### src/rtl/biquad_cascade.sv
// biquad_cascade: cascade of direct-form-I biquad sections sharing one multiplier.
// Each sample runs 5 MAC cycles plus 1 SCALE cycle per section, then waits in OUT
// until the downstream handshake. Coefficients are programmable per section.
// Optional feature macro: BIQUAD_SATURATE_EN. When it is defined, results clamp to the
// DATA_W range and the sticky saturated flag is set. Otherwise results wrap and
// saturated is tied to 0.
module biquad_cascade #(
  parameter int unsigned DATA_W    = 32,
  parameter int unsigned COEF_W    = 16,
  parameter int unsigned COEF_FRAC = 14,
  parameter int unsigned SECTIONS  = 2
) (
  input  logic              clk,
  input  logic              reset,
  input  logic              in_valid,
  output logic              in_ready,
  input  logic [DATA_W-1:0] in_data,
  output logic              out_valid,
  input  logic              out_ready,
  output logic [DATA_W-1:0] out_data,
  input  logic              cfg_write,
  input  logic [7:0]        cfg_address,
  input  logic [31:0]       cfg_writedata,
  output logic              cfg_waitrequest,
  input  logic              clear_state,
  output logic              busy,
  output logic              saturated
);

  localparam int unsigned ACC_W    = DATA_W + COEF_W + 3;
  localparam int unsigned PROD_W   = DATA_W + COEF_W;
  localparam int unsigned SEC_W    = (SECTIONS > 1) ? $clog2(SECTIONS) : 1;
  localparam int unsigned NUM_COEF = 5;

  typedef enum logic [1:0] {StIdle, StMac, StScale, StOut} state_e;

  state_e                   state_q;
  logic [SEC_W-1:0]         sec_q;
  logic [2:0]               k_q;
  logic signed [DATA_W-1:0] x_cur_q;
  logic signed [ACC_W-1:0]  acc_q;
  logic                     out_valid_q;
  logic [DATA_W-1:0]        out_data_q;

  // Coefficient order per section: b0, b1, b2, a1, a2.
  logic signed [COEF_W-1:0] coef_q [SECTIONS][NUM_COEF];
  logic signed [DATA_W-1:0] x1_q [SECTIONS];
  logic signed [DATA_W-1:0] x2_q [SECTIONS];
  logic signed [DATA_W-1:0] y1_q [SECTIONS];
  logic signed [DATA_W-1:0] y2_q [SECTIONS];

  // Handshake and status outputs decode straight from the state register.
  assign in_ready        = (state_q == StIdle);
  assign busy            = (state_q != StIdle);
  assign cfg_waitrequest = (state_q != StIdle) | clear_state;
  assign out_valid       = out_valid_q;
  assign out_data        = out_data_q;

  // Configuration decode; writes outside the populated range are swallowed.
  logic [4:0] cfg_sec;
  logic [2:0] cfg_idx;
  logic       cfg_hit;
  logic       cfg_accept;
  logic       unused_cfg;

  assign cfg_sec    = cfg_address[7:3];
  assign cfg_idx    = cfg_address[2:0];
  assign cfg_hit    = (32'(cfg_sec) < SECTIONS) && (cfg_idx < 3'd5);
  assign cfg_accept = cfg_write && !cfg_waitrequest && cfg_hit;
  assign unused_cfg = ^cfg_writedata[31:COEF_W];

  // Coefficient store, reset to a unity pass-through filter.
  always_ff @(posedge clk or posedge reset) begin
    if (reset) begin
      for (int i = 0; i < SECTIONS; i++) begin
        for (int j = 0; j < NUM_COEF; j++) begin
          coef_q[i][j] <= (j == 0) ? COEF_W'(1 << COEF_FRAC) : '0;
        end
      end
    end else if (cfg_accept) begin
      coef_q[cfg_sec[SEC_W-1:0]][cfg_idx] <= cfg_writedata[COEF_W-1:0];
    end
  end

  // Shared multiplier: select the operand pair for tap k of the current section.
  logic signed [DATA_W-1:0] mul_a;
  logic signed [COEF_W-1:0] mul_b;
  logic                     mul_sub;
  logic signed [PROD_W-1:0] mul_a_ext;
  logic signed [PROD_W-1:0] mul_b_ext;
  logic signed [PROD_W-1:0] prod;
  logic signed [ACC_W-1:0]  acc_base;
  logic signed [ACC_W-1:0]  acc_next;

  always_comb begin
    mul_a   = x_cur_q;
    mul_b   = coef_q[sec_q][0];
    mul_sub = 1'b0;
    case (k_q)
      3'd1: begin
        mul_a = x1_q[sec_q];
        mul_b = coef_q[sec_q][1];
      end
      3'd2: begin
        mul_a = x2_q[sec_q];
        mul_b = coef_q[sec_q][2];
      end
      3'd3: begin
        mul_a   = y1_q[sec_q];
        mul_b   = coef_q[sec_q][3];
        mul_sub = 1'b1;
      end
      3'd4: begin
        mul_a   = y2_q[sec_q];
        mul_b   = coef_q[sec_q][4];
        mul_sub = 1'b1;
      end
      default: ;
    endcase
    // Sign-extend both operands to the full product width before multiplying.
    mul_a_ext = PROD_W'(mul_a);
    mul_b_ext = PROD_W'(mul_b);
    prod      = mul_a_ext * mul_b_ext;
    acc_base  = (k_q == 3'd0) ? '0 : acc_q;
    acc_next  = mul_sub ? (acc_base - ACC_W'(prod)) : (acc_base + ACC_W'(prod));
  end

  // Rescale the accumulator to a sample, clamping or wrapping on overflow.
  logic signed [DATA_W-1:0] y_val;
`ifdef BIQUAD_SATURATE_EN
  localparam logic [DATA_W-1:0] SatMax = {1'b0, {(DATA_W-1){1'b1}}};
  localparam logic [DATA_W-1:0] SatMin = {1'b1, {(DATA_W-1){1'b0}}};

  logic signed [ACC_W-1:0] shifted;
  logic                    ovf;
  logic                    sat_q;

  always_comb begin
    shifted = acc_q >>> COEF_FRAC;
    // In range only when every bit above the DATA_W sign bit matches it.
    ovf     = !((&shifted[ACC_W-1:DATA_W-1]) || !(|shifted[ACC_W-1:DATA_W-1]));
    y_val   = ovf ? (shifted[ACC_W-1] ? SatMin : SatMax) : shifted[DATA_W-1:0];
  end

  // Sticky overflow flag; only reset clears it.
  always_ff @(posedge clk or posedge reset) begin
    if (reset) begin
      sat_q <= 1'b0;
    end else if (!clear_state && (state_q == StScale) && ovf) begin
      sat_q <= 1'b1;
    end
  end

  assign saturated = sat_q;
`else
  always_comb begin
    y_val = DATA_W'(acc_q >>> COEF_FRAC);
  end

  assign saturated = 1'b0;
`endif

  // Sequencer: accept, MAC five taps, scale and update delay lines, per section.
  always_ff @(posedge clk or posedge reset) begin
    if (reset) begin
      state_q     <= StIdle;
      sec_q       <= '0;
      k_q         <= '0;
      x_cur_q     <= '0;
      acc_q       <= '0;
      out_valid_q <= 1'b0;
      out_data_q  <= '0;
      for (int i = 0; i < SECTIONS; i++) begin
        x1_q[i] <= '0;
        x2_q[i] <= '0;
        y1_q[i] <= '0;
        y2_q[i] <= '0;
      end
    end else if (clear_state) begin
      state_q     <= StIdle;
      out_valid_q <= 1'b0;
      for (int i = 0; i < SECTIONS; i++) begin
        x1_q[i] <= '0;
        x2_q[i] <= '0;
        y1_q[i] <= '0;
        y2_q[i] <= '0;
      end
    end else begin
      unique case (state_q)
        StIdle: begin
          if (in_valid) begin
            x_cur_q <= in_data;
            sec_q   <= '0;
            k_q     <= '0;
            state_q <= StMac;
          end
        end
        StMac: begin
          acc_q <= acc_next;
          if (k_q == 3'd4) begin
            state_q <= StScale;
          end else begin
            k_q <= k_q + 3'd1;
          end
        end
        StScale: begin
          x2_q[sec_q] <= x1_q[sec_q];
          x1_q[sec_q] <= x_cur_q;
          y2_q[sec_q] <= y1_q[sec_q];
          y1_q[sec_q] <= y_val;
          if (sec_q == SEC_W'(SECTIONS - 1)) begin
            out_data_q  <= y_val;
            out_valid_q <= 1'b1;
            state_q     <= StOut;
          end else begin
            x_cur_q <= y_val;
            sec_q   <= sec_q + SEC_W'(1);
            k_q     <= '0;
            state_q <= StMac;
          end
        end
        StOut: begin
          if (out_ready) begin
            out_valid_q <= 1'b0;
            state_q     <= StIdle;
          end
        end
      endcase
    end
  end

endmodule

### config.mk
export PLATFORM = sky130hd
export DESIGN_NAME = biquad_cascade
export DESIGN_NICKNAME = d
export VERILOG_FILES = /design/src/rtl/biquad_cascade.sv
export SDC_FILE = /design/constraint.sdc
export NUM_CORES = 2
export LEC_CHECK = 0
export ABC_AREA = 1
export CORE_ASPECT_RATIO = 1.75
export CORE_UTILIZATION = 45
export CTS_BUF_LIST = sky130_fd_sc_hd__clkbuf_4 sky130_fd_sc_hd__clkbuf_8 sky130_fd_sc_hd__clkbuf_16
export DETAILED_ROUTE_END_ITERATION = 7
export GPL_TIMING_DRIVEN = 0
export PLACE_DENSITY = 0.64
export RECOVER_POWER = 100
export SLEW_MARGIN = 5
export SYNTH_ARGS = -nofsm -noshare
export SYNTH_HDL_FRONTEND = slang
export SYNTH_SLANG_ARGS = --single-unit
### constraint.sdc
create_clock -name clk -period 23.7 [get_ports clk]
set_clock_uncertainty 0.05 [all_clocks]
set_input_delay 2.37 -clock clk [delete_from_list [all_inputs] [get_ports clk]]
set_output_delay 2.37 -clock clk [all_outputs]
set_load 0.05 [all_outputs]
Word-level counts from Yosys, hierarchy flattened. Index checks and enable logic that the tools add are counted.

Bits in registers: 538. Latch bits: 0. Bits in writable memories: 0. ROM bits: 0. Bits of input ports: 78. Output and inout bits: 37. Logic and storage cells: 138. Memories kept: 0.

Add/sub/neg operators: 4. Multiply operators: 1. Divide/modulo/power cells: 0. Magnitude comparators: 8. Equal/unequal tests: 14. Shift-type cells: 0. Multiplexer cells: 59. Bitwise operators: 5. Reductions and logical operators: 22.

Operators by type and width (count): $mux 64 (8); $mux 32 (15); $mux 80 (4); $bwmux 64 (4); $bwmux 160 (1); $pmux 32 s4 (1); $mux 51 (2); $demux 80 s1 (1); $pmux 16 s4 (1); $pmux 32 s2 (1); $add 51x48->51 (1); $sub 51x48->51 (1); $demux 16 s3 (1); $mul 32x16->48 (1); $demux 32 s1 (1); $mux 16 (1); $reduce_and 3->1 (4); $mux 2 (5); $mux 3 (3); $ne 3x3->1 const B (3); $pmux 3 s3 (1); $pmux 2 s4 (1); $eq 3x2->1 const B (2); $logic_and 1x1->1 (6); other kinds (29) (44).

Longest topological paths before layout.
Depth in word-level cells: 8. Mapped depth: 62. Depth with buffers taken out: 59.

Worst setup path before layout. OpenSTA, ideal clock, no wires.

Path kind: register -> register. From: register k_q[0]. To: register acc_q[34]. Setup time: 126 ps. Data arrival time: 9029 ps. Data required time: 23524 ps. Slack: 14495 ps. Stages on the path, launching flop included: 55. Path buffers: 4. Clock period less this slack: 9205 ps. Cells stage by stage: dfrtp_1 > ha_1 > ha_1 > inv_1 > nand2_4 > inv_4 > nand3_4 > buf_8 > buf_2 > clkbuf_1 > o21ai_1 > clkbuf_1 > nand2_1 > fa_1 > inv_1 > fa_1 > inv_1 > fa_1 > [... 19 more ...] > nand2_1 > o21ai_2 > xor2_1 > inv_1 > ha_1 > nand2_1 > nor2_1 > inv_1 > nor2_1 > nand3_1 > o21ai_0 > a21boi_0 > o21ai_1 > nand3_1 > nand2_1 > nand2_1 > nand3_1 > o21ai_1.

Cells in the longest elaborated chain, start to end: 5. Elaborated cells on any way between the ends: 14. Classes of those cells: add/sub: 2; mul: 1; eq/ne: 4; mux: 5; reduce/logical: 2.

Ends and longest elaborated chain: from (decl) (RTL line 39) `logic [2:0] k_q;`; from (signal assigned) (RTL line 203) `k_q <= k_q + 3'd1;`; $eq 3x3->1 (tied with other cells) (RTL line 99) `case (k_q)`; $pmux 32 s4 / $pmux 16 s4 (equally long branches) (RTL line 99); $mul 32x16->48 (RTL line 123) `prod = mul_a_ext * mul_b_ext;`; $add 51x48->51 / $sub 51x48->51 (equally long branches) (RTL line 125) `acc_next = mul_sub ? (acc_base - ACC_W'(prod)) : (acc_base + ACC_W'(prod));`; $mux 51 (*) (RTL line 125); to (signal assigned) (RTL line 199) `acc_q <= acc_next;`; to (decl) (RTL line 41) `logic signed [ACC_W-1:0] acc_q;`.

Mark *: on every way between the ends. The rest lies on a longest branch, timed or not. A chain may end at the register's enable or synchronous reset.

Final worst setup path.
From: register k_q[2]. To: register acc_q[34].

The elaborated chain is that of the path after synthesis.

==> metrics.cfg <==
[run_status]
outcome = finished with violations
violations = capacitance limit, slew limit

[sta]
hold_viol_final = 0
relSlewSlack = -3.05
fin_setup_tns_ns = 0
fin_crit_ns = 16.63
fin_ws_ns = 7.07
rsz0062_at_grt = false
slew_violations = 434
fin_crit_sh = 0.702
worst_pin_slew_ns = 6.07
setup_viol = 0
fmax_mhz = 60.1

[die]
die_h_um = 427
start_util = 0.455
rows = 155
io_pins = 115
core_um2 = 102000
die_w_um = 245
die_area_um2 = 105000

[worst_setup_path]
critPathArrivalTime_ns = 17.06
r2r_cells = 55
critPathCaptureType = flop
r2r_slack_ns = 7.07
r2r-end = acc_q[34]
cp-start-kind = flop
slowest_delay_ns = 1.02
slowest_stage = clkinvlp_2
crit_type = reg2reg
required_ns = 24.13
path_max_fanout = 10
cpMostUsedCell = nand2_1
crit-reg2reg-launch = k_q[2]

[routing]
drt-initial-drc-count = 3722
top_layer = met4
dr.pass1.iters = 6
wirelength_mm = 186
final_antenna_net_count = 0
wl_met3_mm = 12.8
viasPerCell = 5.63
wl_met2_mm = 92.4
met1_length_mm = 58.8
via_count = 42800
drc = 0
post_drt_wl_per_cell_um = 24.4

[synth]
ys_seq_elements = 533
yosys_warnings = 0
synth_area_leaders = dfrtp_1 (29%), fa_1 (20%), nand2_1 (12%), inv_1 (11%), ha_1 (4.4%)
syn_avg_cell_area_um2 = 7.64
syn_inst = 6087
syn-num-nets = 6800
ys.flop_type = dfrtp_1
synth_top_cell_area_share = 0.286
yosysUniqueCellTypes = 59
yosysTopAreaCell = dfrtp_1
syn_area_um2 = 46500
synth_enable_flop_cells = 0
async_flop_share = 1.00
yosysSeqAreaShare = 0.287

[layout]
area_growth_syn_to_layout_pct = 9.22
drive_gt1_frac = 0.0299
finalNonFillerCells = 7613
layout.nets = 6953

[hold_path]
min_to = out_data[14]
worstHoldStart = out_data[14]
holdPathStages = 2
hp-class = reg2reg

[global_routing]
grt_overflow_total = 0
grt_pass1_vias = 44100
grt_max_degree = 113
antenna_found_initial = 1
grt_usage = 0.360
grt_pass1_wl_mm = 274

[place]
dp_slack_ns = 10.27
numPortBuffers = 97
dp_hpwl_mm = 151
dp_cells = 7526
globalplace.congestion = 1.02

[cts]
cts_root_buffer = clkbuf_16
cts.htree.levels = 2
post_cts_buffers = 0
cts_max_path_buffers = 3
insertion_delay_ns = 0.62
postCtsHoldBufs = 0
post_cts_resize_count = 0
cts_tree = done
clk_pin_slew_ns = 0.07
cts_made_buffers = 46
clkSinkCount = 533

[run]
cap_violations = 7

## cell usage after synthesis (all sizes together), types with 2 or more instances
cell,instances
or2,23
nor4,4
clkinv,2
o22ai,167
o21ai,435
nand2,1514
o211ai,23
a221oi,64
nand3b,11
a31oi,23
o32ai,2
dfrtp,531
nor3,25
buf,35
inv,1384
a21o,5
o21a,2
a211oi,34
dfstp,2
nand3,233
a21oi,137
ha,162
o21bai,5
xor2,37
clkbuf,231
nor2,392
xnor2,31
nand4,34
fa,473
mux2i,11
o221ai,43
a21boi,4
## logic make-up (layout without fill, tap and decap cells)
logic type | after synthesis | in the layout | share of synthesized area
xor+xnor | 68 | 68 | 0.0130
simple gates | 2238 | 2238 | 0.195
other cells | 1 | 2 | 0.0000807
mux | 11 | 11 | 0.00237
flops | 533 | 533 | 0.287
fa+ha+maj | 635 | 635 | 0.247
buf+inv | 1652 | 1843 | 0.134
compound gates | 949 | 949 | 0.121
## state kept, by name (all words and copies together), names as in the netlist
name	flops
acc_q	46
coef_q	160
out_data	32
x1_q	64
x2_q	64
out_valid	1
x_cur_q	32
sec_q	1
state_q	2
k_q	3
y1_q	64
y2_q	64
## worst max-delay path: cells and delay by family, from the launching register on
family | cells | cell delay [ns]
DFF | 1 | 0.42
AOI/OAI and AO/OA | 6 | 2.64
buffers and inverters | 16 | 4.89
adders and majority gates | 9 | 4.38
xor gates and xnor gates | 1 | 0.19
and+or+nand+nor | 23 | 3.82
## worst max-delay path by stage
stage / start / end / slack (ns) / cells past startpoint
6_report: k_q[2] / acc_q[34] / 7.07 / 55
5_1_grt: reset / coef_q[88] / 5.49 / 5
4_1_cts: k_q[2] / acc_q[34] / 10.24 / 52
3_5_place_dp: k_q[2] / acc_q[34] / 10.27 / 52
3_3_place_gp: reset / coef_q[132] / -0.11 / 2
2_1_floorplan: reset / acc_q[0] / 6.39 / 1
## area by class of cell
cell class | instances | area (µm²)
Fill cell | 10300 | 51400
Timing Repair Buffer | 105 | 1060
Sequential cell | 533 | 13300
Antenna cell | 1 | 2.50
Clock inverter | 23 | 229
Tap cell | 1334 | 1670
Multi-Input combinational cell | 3902 | 26900
Buffer | 266 | 1030
Inverter | 1386 | 5200
Clock buffer | 63 | 1360
## layout by cell type (no fill, tap or decap), types with 7 or more instances in the layout
master	count
clkdlybuf4s50_1	59
inv_2	8
buf_1	10
fa_1	473
dlygate4sd3_1	38
o211ai_1	22
or2_2	23
nand4_1	33
clkinv_2	10
nand3b_1	11
dfrtp_1	531
clkbuf_8	10
nor2_1	384
nand3_1	230
nand2_1	1499
buf_2	20
a21oi_1	137
xnor2_1	30
a221oi_1	64
clkbuf_1	239
inv_1	1374
mux2i_1	11
nand2_2	13
clkbuf_16	47
nor2_2	7
a211oi_1	34
o221ai_1	43
xor2_1	37
o21ai_2	9
o22ai_1	166
nor3_1	23
o21ai_0	397
ha_1	162
o21ai_1	29
a31oi_1	23
## metrics by stage
| step | instance area (µm²) | hold slack (ns) | utilization |
|---|---|---|---|
| floorplan | 46500 | 0.396 | - |
| global placement | 49100 | 0.403 | 0.481 |
| detailed placement | 49300 | 0.408 | 0.483 |
| CTS | 50900 | 0.425 | 0.498 |
| global route | 50800 | 0.439 | 0.497 |
| finish | 50800 | 0.417 | 0.497 |
## metal layers
layer	GRT usage	vias to the layer above
met1	0.355	20800
met5	0	-
met4	0.354	0
met3	0.0604	866
met2	0.629	2066
li1	-	19100
Power is left out: the tool's default activity adds up to more than one toggle a clock period on the data nets, which glitch-free logic cannot reach.
